File: src/rtl/zigzag_pkg.sv
// Shared constants, types and helpers for the zigzag reorder buffer.
package zigzag_pkg;

  localparam int unsigned COEF_W = 8;
  localparam int unsigned LANES  = 8;
  localparam int unsigned DEPTH  = LANES * LANES;

  typedef logic [COEF_W-1:0]       coef_t;
  typedef logic [5:0]              addr_t;
  typedef logic [LANES*COEF_W-1:0] word_t;

  // Scan index -> raster address (row*8 + col) for the JPEG zigzag order.
  localparam addr_t ZZ_ADDR [DEPTH] = '{
    6'd0,  6'd1,  6'd8,  6'd16, 6'd9,  6'd2,  6'd3,  6'd10,
    6'd17, 6'd24, 6'd32, 6'd25, 6'd18, 6'd11, 6'd4,  6'd5,
    6'd12, 6'd19, 6'd26, 6'd33, 6'd40, 6'd48, 6'd41, 6'd34,
    6'd27, 6'd20, 6'd13, 6'd6,  6'd7,  6'd14, 6'd21, 6'd28,
    6'd35, 6'd42, 6'd49, 6'd56, 6'd57, 6'd50, 6'd43, 6'd36,
    6'd29, 6'd22, 6'd15, 6'd23, 6'd30, 6'd37, 6'd44, 6'd51,
    6'd58, 6'd59, 6'd52, 6'd45, 6'd38, 6'd31, 6'd39, 6'd46,
    6'd53, 6'd60, 6'd61, 6'd54, 6'd47, 6'd55, 6'd62, 6'd63
  };

  // Clamp a COEF_W+1 bit two's complement difference into COEF_W bits.
  function automatic coef_t sat_coef(input logic [COEF_W:0] diff);
    coef_t res;
    if (diff[COEF_W] != diff[COEF_W-1]) begin
      res = diff[COEF_W] ? {1'b1, {(COEF_W-1){1'b0}}} : {1'b0, {(COEF_W-1){1'b1}}};
    end else begin
      res = diff[COEF_W-1:0];
    end
    return res;
  endfunction

endpackage

File: src/rtl/zigzag_buffer_zz_bank_ram.sv
// One 64 x COEF_W block bank: 8-lane column write port, combinational read port.
module zz_bank_ram
  import zigzag_pkg::*;
(
  input  logic  clk,
  input  logic  we,
  input  logic  [2:0] col,
  input  word_t wdata,
  input  addr_t raddr,
  output coef_t rdata
);

  coef_t mem [DEPTH];

  // Column write: lane r (MSB lane is row 0) lands at raster address r*8 + col.
  always_ff @(posedge clk) begin
    if (we) begin
      for (int r = 0; r < int'(LANES); r++) begin
        mem[{3'(r), col}] <= wdata[(int'(LANES) - 1 - r) * int'(COEF_W) +: COEF_W];
      end
    end
  end

  assign rdata = mem[raddr];

endmodule

File: src/rtl/zigzag_buffer.sv
// Ping-pong 8x8 block buffer: captures columns, emits coefficients in zigzag order.
// Optional feature: define ZIGZAG_DC_DIFF_EN to emit the DC coefficient as a
// saturated difference against the previous block's DC.
module zigzag_buffer
  import zigzag_pkg::*;
(
  input  logic        clk,
  input  logic        reset,
  input  word_t       in_data,
  input  logic        in_valid,
  output logic        in_ready,
  output coef_t       out_data,
  output logic [5:0]  out_index,
  output logic        out_valid,
  input  logic        out_ready,
  output logic        out_last
);

  logic       wr_bank_q, wr_bank_d;
  logic       rd_bank_q, rd_bank_d;
  logic [2:0] wr_col_q, wr_col_d;
  logic [5:0] rd_idx_q, rd_idx_d;
  logic [1:0] full_q, full_d;

  logic  wr_fire, rd_fire;
  addr_t raddr;
  coef_t bank_rdata [2];
  coef_t raw_coef;

  assign in_ready  = !full_q[wr_bank_q];
  assign out_valid = full_q[rd_bank_q];
  assign wr_fire   = in_valid && in_ready;
  assign rd_fire   = out_valid && out_ready;
  assign raddr     = ZZ_ADDR[rd_idx_q];

  for (genvar b = 0; b < 2; b++) begin : g_bank
    zz_bank_ram u_bank (
      .clk   (clk),
      .we    (wr_fire && (wr_bank_q == 1'(b))),
      .col   (wr_col_q),
      .wdata (in_data),
      .raddr (raddr),
      .rdata (bank_rdata[b])
    );
  end

  assign raw_coef  = bank_rdata[rd_bank_q];
  assign out_index = rd_idx_q;
  assign out_last  = out_valid && (rd_idx_q == 6'd63);

`ifdef ZIGZAG_DC_DIFF_EN
  coef_t             prev_dc_q;
  logic [COEF_W:0]   dc_diff;

  // ZZ_ADDR[0] is raster 0, so at scan index 0 raw_coef already is the DC term.
  assign dc_diff  = {raw_coef[COEF_W-1], raw_coef} - {prev_dc_q[COEF_W-1], prev_dc_q};
  assign out_data = (rd_idx_q == 6'd0) ? sat_coef(dc_diff) : raw_coef;

  // Remember the DC of each block once its index 0 is consumed.
  always_ff @(posedge clk) begin
    if (reset) begin
      prev_dc_q <= '0;
    end else if (rd_fire && (rd_idx_q == 6'd0)) begin
      prev_dc_q <= raw_coef;
    end
  end
`else
  assign out_data = raw_coef;
`endif

  // Next-state for write/read pointers and bank full flags.
  always_comb begin
    wr_bank_d = wr_bank_q;
    rd_bank_d = rd_bank_q;
    wr_col_d  = wr_col_q;
    rd_idx_d  = rd_idx_q;
    full_d    = full_q;
    if (wr_fire) begin
      wr_col_d = wr_col_q + 3'd1;
      if (wr_col_q == 3'd7) begin
        full_d[wr_bank_q] = 1'b1;
        wr_bank_d         = !wr_bank_q;
      end
    end
    // Write targets a non-full bank, read a full one: never the same flag bit.
    if (rd_fire) begin
      rd_idx_d = rd_idx_q + 6'd1;
      if (rd_idx_q == 6'd63) begin
        full_d[rd_bank_q] = 1'b0;
        rd_bank_d         = !rd_bank_q;
      end
    end
  end

  // State registers with synchronous reset.
  always_ff @(posedge clk) begin
    if (reset) begin
      wr_bank_q <= 1'b0;
      rd_bank_q <= 1'b0;
      wr_col_q  <= 3'd0;
      rd_idx_q  <= 6'd0;
      full_q    <= 2'b00;
    end else begin
      wr_bank_q <= wr_bank_d;
      rd_bank_q <= rd_bank_d;
      wr_col_q  <= wr_col_d;
      rd_idx_q  <= rd_idx_d;
      full_q    <= full_d;
    end
  end

endmodule
File: config.mk
export PLATFORM = sky130hd
export DESIGN_NAME = zigzag_buffer
export DESIGN_NICKNAME = d
export VERILOG_FILES = /design/src/rtl/zigzag_pkg.sv /design/src/rtl/zigzag_buffer_zz_bank_ram.sv /design/src/rtl/zigzag_buffer.sv
export SDC_FILE = /design/constraint.sdc
export NUM_CORES = 1
export LEC_CHECK = 0
export ABC_AREA = 1
export BUFFER_PORTS_ARGS = -buffer_cell sky130_fd_sc_hd__buf_2
export CAP_MARGIN = 20
export CELL_PAD_IN_SITES_DETAIL_PLACEMENT = 1
export CELL_PAD_IN_SITES_GLOBAL_PLACEMENT = 1
export CORE_MARGIN = 3
export CORE_UTILIZATION = 55
export DETAILED_ROUTE_END_ITERATION = 10
export PLACE_DENSITY_LB_ADDON = 0.1
export SKIP_LAST_GASP = 1
export SYNTH_ARGS = -nofsm -noshare
export SYNTH_HDL_FRONTEND = slang
export SYNTH_SLANG_ARGS = --single-unit
export TNS_END_PERCENT = 10
File: constraint.sdc
create_clock -name clk -period 5.9 [get_ports clk]
set_input_delay 0.59 -clock clk [delete_from_list [all_inputs] [get_ports clk]]
set_output_delay 0.59 -clock clk [all_outputs]
set_load 0.02 [all_outputs]
-- After elaboration in Yosys (flattened, before gate mapping)
Memories as Yosys holds them, arrays and structs flattened.
Index checks and enable logic that the tools add are counted.
Widths: inputs -> output; s select.
- order comparisons: 6
- multiplexer cells: 21
- bitwise operators: 6
- add/sub/neg operators: 2
- eq/ne operators: 2
- reduce and logical (&&, ||, !) cells: 12
- operators with widths (operator ; number):
    $mux 8 ; 3
    $mux 6 ; 2
    $mux 1 ; 10
    $mux 2 ; 4
    $ge 7x7->1 const B ; 1
    $logic_and 1x1->1 ; 7
    $not 6->7 ; 1
    $add 6x1->6 const B ; 1
    $eq 6x6->1 const B ; 1
    $lt 1x2->1 const B ; 2
    $reduce_and 2->1 ; 2
    $add 3x1->3 const B ; 1
    $eq 3x3->1 const B ; 1
    $logic_not 1->1 ; 3
    $and 2x2->2 ; 1
    $demux 1 s1 ; 2
    $ge 1x1->1 const B ; 2
    $ge 2x2->1 const B ; 1
    $not 1->2 ; 1
    $not 2->2 ; 1
    $or 2x2->2 ; 1
    $not 1->1 ; 1
- memories kept: 3
- ROM bits: 384
- bits in registers: 13
- input port bits: 68
- bits in writable memories: 1024
- output and inout bits: 17
- memories (name ; depth ; width ; read ports ; clocked after Yosys merged registers in ; wr ports ; line ; text):
    g_bank[0].u_bank.mem ; 64 ; 8 ; 1 ; 0 ; 8 ; zigzag_buffer_zz_bank_ram.sv:13 ; coef_t mem [DEPTH];
    g_bank[1].u_bank.mem ; 64 ; 8 ; 1 ; 0 ; 8 ; zigzag_buffer_zz_bank_ram.sv:13 ;
    (no name shown) ; 64 ; 6 ; 1 ; 0 ; 0 ; zigzag_buffer.sv:34 ; assign raddr = ZZ_ADDR[rd_idx_q];

-- Longest topological paths before layout
Gate-level depths: netlist of run 1.
- depth in word-level cells: 10
- depth in mapped cells: 21

-- Modules after synthesis
Synthesis of run 1 repeated with hierarchy kept, for this count alone.
- cells, all modules: 3707
- area total of the unflattened synthesis: 43050.0 sq um
- by module, submodules not included (module ; seq. area each (sq um) ; cells an instance ; area an instance (sq um) ; instances):
    zz_bank_ram ; 15374.7 ; 1724 ; 20788.7 ; 2
    zigzag_buffer ; 260.2 ; 259 ; 1472.7 ; 1

-- Worst setup path before layout of run 1
No wires, ideal clock.
- path type: in2reg
- start point: input in_valid
- end point: memory g_bank[0].u_bank.mem[12][0] (netlist bit) (enable)
- setup slack: 1954 ps
- data arrival time: 3460 ps
- buffers on the path: 0
- stages: 2
- path through: nand2_1 -> nor2_1
- RTL lines (item ; line ; text):
    from (decl) ; zigzag_buffer.sv:10 ; input logic in_valid,
    to (decl) ; zigzag_buffer_zz_bank_ram.sv:13 ;

-- Worst setup path after layout of run 1
- start point: register rd_idx_q[1], in the netlist out_index[1]
- end point: output out_data[6]
- longest elaborated chain between the ends: 8
- elaborated cells between the ends (all ways): 9
- classes of those cells: 5 x mux; 1 x bitwise; 3 x memory
- ends and longest elaborated chain (item ; line ; text):
    from (decl) ; zigzag_buffer.sv:22 ; logic [5:0] rd_idx_q, rd_idx_d;
    from (signal assigned) ; zigzag_buffer.sv:107 ; rd_idx_q <= rd_idx_d;
    $not 6->7 (implied by the code) (*) ; zigzag_buffer.sv:34 ;
    $mem_v2 64x6 (*) ; - ;
    $mux 6 (implied by the code) (*) (2 in a row) ; zigzag_buffer.sv:34 ;
    $mem_v2 64x8 ; - ;
    $mux 8 (implied by the code) (*) (3 in a row) ; zigzag_buffer.sv:47 ; assign raw_coef = bank_rdata[rd_bank_q];
    to (decl) ; zigzag_buffer.sv:12 ; output coef_t out_data,
Mark *: on every way between the ends. The rest lies on a longest branch, timed or not. The select of a mux whose other input is x is not followed.

==> out/metrics.yaml, run 1 <==
grt:
  first_global_vias: 34007
  wire_length_of_the_first_global_routing_pass_mm: 214
  antenna_found_initial: 18
  grt.total_usage: 0.331
  gr-total-overflow: 0
  grt_max_degree: 164
clock_tree:
  tritoncts: "yes"
  cts.reportedPaths.clkPinSlew_ns: 0.06
  numCtsBuffers: 108
  cts.sink_count: 1037
  ctsHtreeMaxLevel: 3
  worstSkewPairLatency_ns: 0.68
  cts_buffer_depth: 3
  cts-root-buf: "sky130_fd_sc_hd__clkbuf_16"
synth:
  synth-async-reset-ratio: 0
  synth.mux.area_fraction: 0
  synth_area_um2: 46000
  synthAdderAreaFrac: 0.00462
  synthesis.nets: 4250
  fraction_of_the_mapped_netlist_area_in_compound_gates: 0.00938
  synth_top_family_by_area: "simple AND/OR/NAND/NOR gates"
  synth_sequential_area_ratio: 0.674
  synth_xor_xnor_area_share: 0
  synth_edf_count: 1024
  synth.yosys.warnings: 0
  synth_cell_types: 31
  simple_gate_portion_of_the_synthesized_area: 0.235
  synth_ff_type: "sky130_fd_sc_hd__edfxtp_1"
  ys_ff_latch: 1037
  avgSynthCellArea_um2: 11.0
  count_of_mapped_cells_out_of_synthesis: 4165
sta:
  period_minus_slack_ns: 5.77
  fmaxAchievable_mhz: 173
  slew_headroom: 0.217
  timing.final.crit_share: 0.978
  fin_hold_ws_ns: 0.171
  fin_setup_tns_ns: 0
  final-max-slew-violation-count: 0
  rsz_0062_raised_after_global_routing: "yes"
  transition_time_of_the_tightest_slew_check_pin_ns: 1.17
  final-setup-viol-count: 0
  skew_ns: 0.0192
  final_hold_viol_count: 0
placed_design:
  place.port_buffers: 84
  place_congestion: 0.847
  placedCellCount: 5125
  detailed_place_hpwl_mm: 76.1
  placed_area_um2: 47600
floorplan:
  dieArea_um2: 87200
  die-height_um: 295
  ioPinCount: 85
  die_width_um: 295
  std_cell_rows: 105
  start_util: 0.558
  design.core.area_um2: 82500
critical_path:
  cp_max_fo: 30
  timing.setup.critical_path_class: "reg2out"
  crit_required_ns: 5.31
  worstSetupEndpointType: "output pin"
  ff2ff_setup_slack_ns: 2.94
  reg2regPathDepth: 9
  reg2reg_from: "rd_bank_q"
  capturing_point_of_the_worst_reg2reg_path: "out_index[5]"
  arrival_time_worst_endpoint_ns: 5.18
  setup.worst_path.start: "out_index[1]"
  crit_path_start_kind: "flop"
flow_run:
  maxCapViolations: 0
final_layout:
  post_layout_inst_area_um2: 51100
  area.growth.synth_to_final_pct: 11.2
  fillerInstances: 8458
  nNetsFinal: 4260
  layout.cells.non_filler: 5344
  drive_above_1_share: 0.0828
power:
  irDropWorstVdd_v: 0.000259
  power.static_leakage_uw: 0.0195
  power_per_cell_area_nw_per_um2: 299
routing:
  dr_total_vias: 32787
  dr.first_iter.drc_count: 3237
  finalWirelength_mm: 146
  avgViaCountPerCell: 6.14
  route.antenna.remaining_nets: 0
  first_pass_iters: 6
  detail_route.wl_per_cell_um: 27.2
  drt_drc_violations_left: 0
status:
  outcome: "completed"
worst_hold_path:
  holdPathEnd: "full_q[0]"
  worstHoldPathType: "in2reg"
  min_path_cells: 2
  hold_start: "out_ready"
cell usage in the layout, fill, tap and decap left out, types with 10 or more instances in the layout:
cell type,instances
sky130_fd_sc_hd__a21oi_1,18
sky130_fd_sc_hd__buf_12,28
sky130_fd_sc_hd__buf_2,84
sky130_fd_sc_hd__buf_4,49
sky130_fd_sc_hd__clkbuf_1,25
sky130_fd_sc_hd__clkbuf_16,113
sky130_fd_sc_hd__clkinv_1,29
sky130_fd_sc_hd__clkinv_2,19
sky130_fd_sc_hd__dfxtp_1,12
sky130_fd_sc_hd__diode_2,10
sky130_fd_sc_hd__edfxtp_1,1024
sky130_fd_sc_hd__ha_1,17
sky130_fd_sc_hd__inv_1,583
sky130_fd_sc_hd__nand2_1,791
sky130_fd_sc_hd__nand3_1,982
sky130_fd_sc_hd__nand3b_1,360
sky130_fd_sc_hd__nor2_1,16
sky130_fd_sc_hd__nor2_4,16
sky130_fd_sc_hd__o211ai_1,25
sky130_fd_sc_hd__o21ai_0,16
sequential cells by signal, indices dropped and copies added (netlist names):
register / count
full_q: 2
g_bank.u_bank.mem: 1024
out_index: 6
rd_bank_q: 1
wr_bank_q: 1
wr_col_q: 3
logic make-up (layout without fill, tap and decap cells):
group	count (synthesis)	after routing
simple gates	2181	2182
fa+ha+maj	17	17
other cells	0	10
compound gates	70	70
buf+inv	860	958
flops	1037	1037
Yosys cell counts (10+ instances only):
cell	instances	area share
sky130_fd_sc_hd__clkbuf_1	47	0.0038
sky130_fd_sc_hd__o211ai_1	25	0.0041
sky130_fd_sc_hd__nand2_1	795	0.065
sky130_fd_sc_hd__a21oi_1	18	0.0020
sky130_fd_sc_hd__buf_1	10	0.00082
sky130_fd_sc_hd__nand3b_1	360	0.059
sky130_fd_sc_hd__dfxtp_1	13	0.0057
sky130_fd_sc_hd__inv_1	584	0.048
sky130_fd_sc_hd__edfxtp_1	1024	0.67
sky130_fd_sc_hd__ha_1	17	0.0046
sky130_fd_sc_hd__o21ai_0	17	0.0018
sky130_fd_sc_hd__nor2_1	32	0.0026
sky130_fd_sc_hd__buf_4	18	0.0029
sky130_fd_sc_hd__buf_2	191	0.021
sky130_fd_sc_hd__nand3_1	982	0.11
where the power goes:
group / switching (µW) / internal (µW)
clock: 2870 / 3750
sequential: 25.3 / 8210
combinational: 352 / 107
total: 3240 / 12100
how the worst max path moves through the flow:
stage	endpoint	slack, ns	depth (start not counted)
global route	out_data[5]	-0.1	21
detailed placement	out_data[0]	0.84	21
floorplan	g_bank[0].u_bank.mem[12][0]	1.95	2
global placement	out_data[0]	0.93	21
CTS	out_data[5]	0.09	21
finish	out_data[6]	0.13	20
layout make-up:
cell class	instances	area (µm²)	share of cell area
Inverter	591	2240	0.0437
Antenna cell	10	25.0	0.000489
Clock buffer	135	2850	0.0557
Sequential cell	1037	31000	0.606
Multi-Input combinational cell	2269	11600	0.228
Timing Repair Buffer	168	1520	0.0297
Tap cell	1070	1340	0.0262
Clock inverter	64	518	0.0101
what timing repair did:
item | 4_1_cts | 5_1_grt
endpoints found under the setup margin | 0 | 8
hold buffers | 0 | 0
gates resized for setup | 0 | 9
buffers inserted | 0 | 5
hold endpoints to repair | 0 | 0
per-layer routing:
metal  GRT usage  wire [µm]  up-vias
met5           0         58        -
met4       0.123       4960        8
met3      0.0481      11200      307
met2       0.556      71800     1414
met1       0.441      57500    16741
li1            -          -    14317
critical path: stages, from the launching register on:
cell                       delay (ns)
sky130_fd_sc_hd__dfxtp_1         0.51
sky130_fd_sc_hd__inv_1           0.25
sky130_fd_sc_hd__ha_1            0.39
sky130_fd_sc_hd__inv_1           0.08
sky130_fd_sc_hd__nand2_1         0.08
sky130_fd_sc_hd__nand3_1         0.09
sky130_fd_sc_hd__nand3_1         0.30
sky130_fd_sc_hd__nand2_8         0.22
sky130_fd_sc_hd__nand2_8         0.37
sky130_fd_sc_hd__clkinv_8        0.28
sky130_fd_sc_hd__buf_4           0.31
sky130_fd_sc_hd__nand2_1         0.09
sky130_fd_sc_hd__nand3_1         0.06
sky130_fd_sc_hd__nand3_1         0.12
sky130_fd_sc_hd__nand3_1         0.16
sky130_fd_sc_hd__nand3_1         0.17
sky130_fd_sc_hd__nand3_1         0.19
sky130_fd_sc_hd__nand2_1         0.14
sky130_fd_sc_hd__nand2_1         0.06
sky130_fd_sc_hd__nand2_1         0.32
sky130_fd_sc_hd__buf_2           0.25
metrics by stage:
stage	power, µW	util	worst slack, ns
global placement	8810	0.577	0.929
CTS	15300	0.617	0.0871
detailed placement	8830	0.577	0.838
finish	15300	0.620	0.128
floorplan	8590	-	1.95
global route	15700	0.620	-0.0996
(Power assumes the default switching activity.)
==> run 2, diff against run 1 <==
--- a/config.mk
+++ b/config.mk
@@ -11,7 +11,7 @@
 export CELL_PAD_IN_SITES_DETAIL_PLACEMENT = 1
 export CELL_PAD_IN_SITES_GLOBAL_PLACEMENT = 1
 export CORE_MARGIN = 3
-export CORE_UTILIZATION = 55
+export CORE_UTILIZATION = 51
 export DETAILED_ROUTE_END_ITERATION = 10
 export PLACE_DENSITY_LB_ADDON = 0.1
 export SKIP_LAST_GASP = 1
==> constraint.sdc (replaced) <==
create_clock -name clk -period 5.7 [get_ports clk]
set_input_delay 0.57 -clock clk [delete_from_list [all_inputs] [get_ports clk]]
set_output_delay 0.57 -clock clk [all_outputs]
set_load 0.02 [all_outputs]
==> out/metrics.yaml, run 2 (synthesized netlist as in run 1, its figures left out) <==
floorplan:
  start_util: 0.517  # was 0.558
  dieArea_um2: 93900  # was 87200 µm²
  std_cell_rows: 109  # was 105
  die_width_um: 306  # was 295 µm
  ioPinCount: 85  # unchanged
  die-height_um: 306  # was 295 µm
  design.core.area_um2: 88900  # was 82500 µm²
power:
  p_clk_frac: 0.442  # was 0.432
  power.static_leakage_uw: 0.0196  # was 0.0195 µW
  netSwitchingFraction: 0.212  # about the same
  power_per_cell_area_nw_per_um2: 313  # was 299 nW/µm²
  power.switching_uw: 3420  # was 3240 µW
  power_frac_seq: 0.528  # was 0.538
  power.internal_uw: 12700  # was 12100 µW
  irDropWorstVdd_v: 0.000285  # was 0.000259 V
  power_frac_comb: 0.030  # about the same
sta:
  fin_setup_tns_ns: 0  # unchanged
  final-max-slew-violation-count: 0  # unchanged
  final-setup-viol-count: 0  # unchanged
  fmaxAchievable_mhz: 186
  transition_time_of_the_tightest_slew_check_pin_ns: 0.968  # was 1.17 ns
  period_minus_slack_ns: 5.37
  slew_headroom: 0.355  # was 0.217
  rsz_0062_raised_after_global_routing: "no"  # was yes
  timing.final.crit_share: 0.941
  skew_ns: 0.0194  # was 0.0192 ns
  finalWorstSetupSlack_ns: 0.333  # was 0.128 ns
  final_hold_viol_count: 0  # unchanged
final_layout:
  top_library_cells_by_usage_in_the_layout_fill_and_taps_aside: "sky130_fd_sc_hd__edfxtp_1 (1024), sky130_fd_sc_hd__nand3_1 (982), sky130_fd_sc_hd__nand2_1 (791), sky130_fd_sc_hd__inv_1 (583), sky130_fd_sc_hd__nand3b_1 (360)"  # unchanged
  fillerInstances: 9211  # was 8458
  drive_above_1_share: 0.0861  # was 0.0828
  area.growth.synth_to_final_pct: 11.9  # was 11.2%
  multi_input_comb_area_um2: 11700  # was 11600 µm²
  largest_register_by_flop_count: "g_bank.u_bank.mem"  # unchanged
  finalCoreUtilization: 0.579  # was 0.620
  final_common_cell: "sky130_fd_sc_hd__edfxtp_1"  # unchanged
  nNetsFinal: 4267  # was 4260
  seqCellArea_um2: 31000  # about the same
  max_reg_flops: 1024  # unchanged
clock_tree:
  numCtsBuffers: 111  # was 108
  cts_buffer_depth: 3  # unchanged
  cts.reportedPaths.clkPinSlew_ns: 0.06  # about the same
  worstSkewPairLatency_ns: 0.70  # was 0.68 ns
  tritoncts: "yes"  # unchanged
  ctsHtreeMaxLevel: 3  # unchanged
  cts.sink_count: 1037  # unchanged
  cts-root-buf: "sky130_fd_sc_hd__clkbuf_16"  # unchanged
routing:
  route.antenna.remaining_nets: 0  # unchanged
  drt_drc_violations_left: 0  # unchanged
  finalWirelength_mm: 144  # was 146 mm
  avgViaCountPerCell: 5.96  # was 6.14
  dr.first_iter.drc_count: 3302  # was 3237
  detail_route.wl_per_cell_um: 26.4  # was 27.2 µm
  dr_total_vias: 32425  # was 32787
  first_pass_iters: 5  # was 6
flow_run:
  maxCapViolations: 0  # unchanged
grt:
  first_global_vias: 33093  # was 34007
  gr-total-overflow: 0  # unchanged
  antenna_found_initial: 7  # was 18
  grt.total_usage: 0.304  # was 0.331
  grt_max_degree: 158  # was 164
  wire_length_of_the_first_global_routing_pass_mm: 214  # about the same
critical_path:
  worst_path_most_repeated_cell: "sky130_fd_sc_hd__nand2_1"  # was sky130_fd_sc_hd__nand3_1
  path_delay_family: "simple AND/OR/NAND/NOR gates"  # unchanged
  timing.critical_path.cells: "buf_4, inv_2, nand2_1, nand2_1, a21oi_2, nand2_8, nand2_8, buf_16, nand2_1, nand3_1, nand3_1, nand3_1, nand3_1, nand3_1, nand2_1, nand2_1, nand2_1, buf_2"  # was inv_1, ha_1, inv_1, nand2_1, nand3_1, nand3_1, nand2_8, nand2_8, clkinv_8, buf_4, nand2_1, nand3_1, nand3_1, nand3_1, nand3_1, nand3_1, nand2_1, nand2_1, nand2_1, buf_2
  timing.setup.critical_path_class: "reg2out"  # unchanged
  worstSetupEndpointType: "output pin"  # unchanged
  slowest_delay_ns: 0.62  # was 0.51 ns
  crit_path_start_kind: "flop"  # unchanged
  arrival_time_worst_endpoint_ns: 4.80  # was 5.18 ns
  worst-path-buf-inv: 4  # was 5
  crit_required_ns: 5.13  # was 5.31 ns
  cp_max_fo: 157  # was 30
  critPathSlowestCell: "sky130_fd_sc_hd__a21oi_2"  # was sky130_fd_sc_hd__dfxtp_1
placed_design:
  pre_cts_ws_ns: 0.709  # was 0.838 ns
  place_congestion: 0.821  # was 0.847
  detailed_place_hpwl_mm: 75.5  # was 76.1 mm
  place.port_buffers: 84  # unchanged
worst_hold_path:
  worstHoldPathType: "in2reg"  # unchanged
status:
  outcome: "completed"  # unchanged
[run 2: path summary, 6_finish.rpt]
path                                    from                         end  slack (ns)  cells after the start
worst min-delay path               out_ready                   full_q[0]         0.1                      2
worst max-delay path            out_index[2]                 out_data[0]        0.33                     18
worst min register to register     full_q[1]                   full_q[1]        0.52                      2
worst max register to register     wr_bank_q  g_bank[1].u_bank.mem[4][6]        2.70                      5
[run 2: metal layers]
layer	up-vias	share of wire	global-route usage
met3	244	0.071	0.0473
li1	14321	-	-
met2	1239	0.49	0.511
met4	0	0.028	0.0889
met1	16621	0.41	0.413
met5	-	0	0
[run 2: cell type report]
class                           instances  area share
Sequential cell                      1037       0.602
Clock inverter                         74      0.0130
Clock buffer                          133      0.0560
Multi-Input combinational cell       2271       0.227
Timing Repair Buffer                  170      0.0298
Inverter                              591      0.0434
Antenna cell                            3    0.000146
Tap cell                             1165      0.0283
[run 2: repair_timing]
| action | 4_1_cts | 5_1_grt |
|---|---|---|
| gates resized for setup | 1 | 6 |
| setup endpoints to repair | 1 | 8 |
| pin swaps | 0 | 2 |
| buffers inserted | 0 | 10 |
| gates cloned | 0 | 3 |
| hold buffers | 0 | 0 |
[run 2: power groups by stage]
stage | clock (µW) | combinational (µW) | sequential (µW)
5_1_grt | 7520 | 519 | 8520
4_1_cts | 7210 | 474 | 8520
3_5_place_dp | 0 | 469 | 8680
3_3_place_gp | 0 | 453 | 8670
2_1_floorplan | 0 | 202 | 8680
6_report | 7130 | 477 | 8520
[run 2: per-stage QoR]
step | instance area [µm²] | hold slack, ns | power [µW] | instances
after floorplan | 46000 | 0.471 | 8890 | 4165
after global placement | 47700 | 0.494 | 9130 | 5219
after detailed placement | 47800 | 0.506 | 9150 | 5221
after CTS | 51300 | 0.0586 | 16200 | 5428
after global routing | 51500 | 0.0813 | 16600 | 5442
final | 51500 | 0.0954 | 16100 | 5444
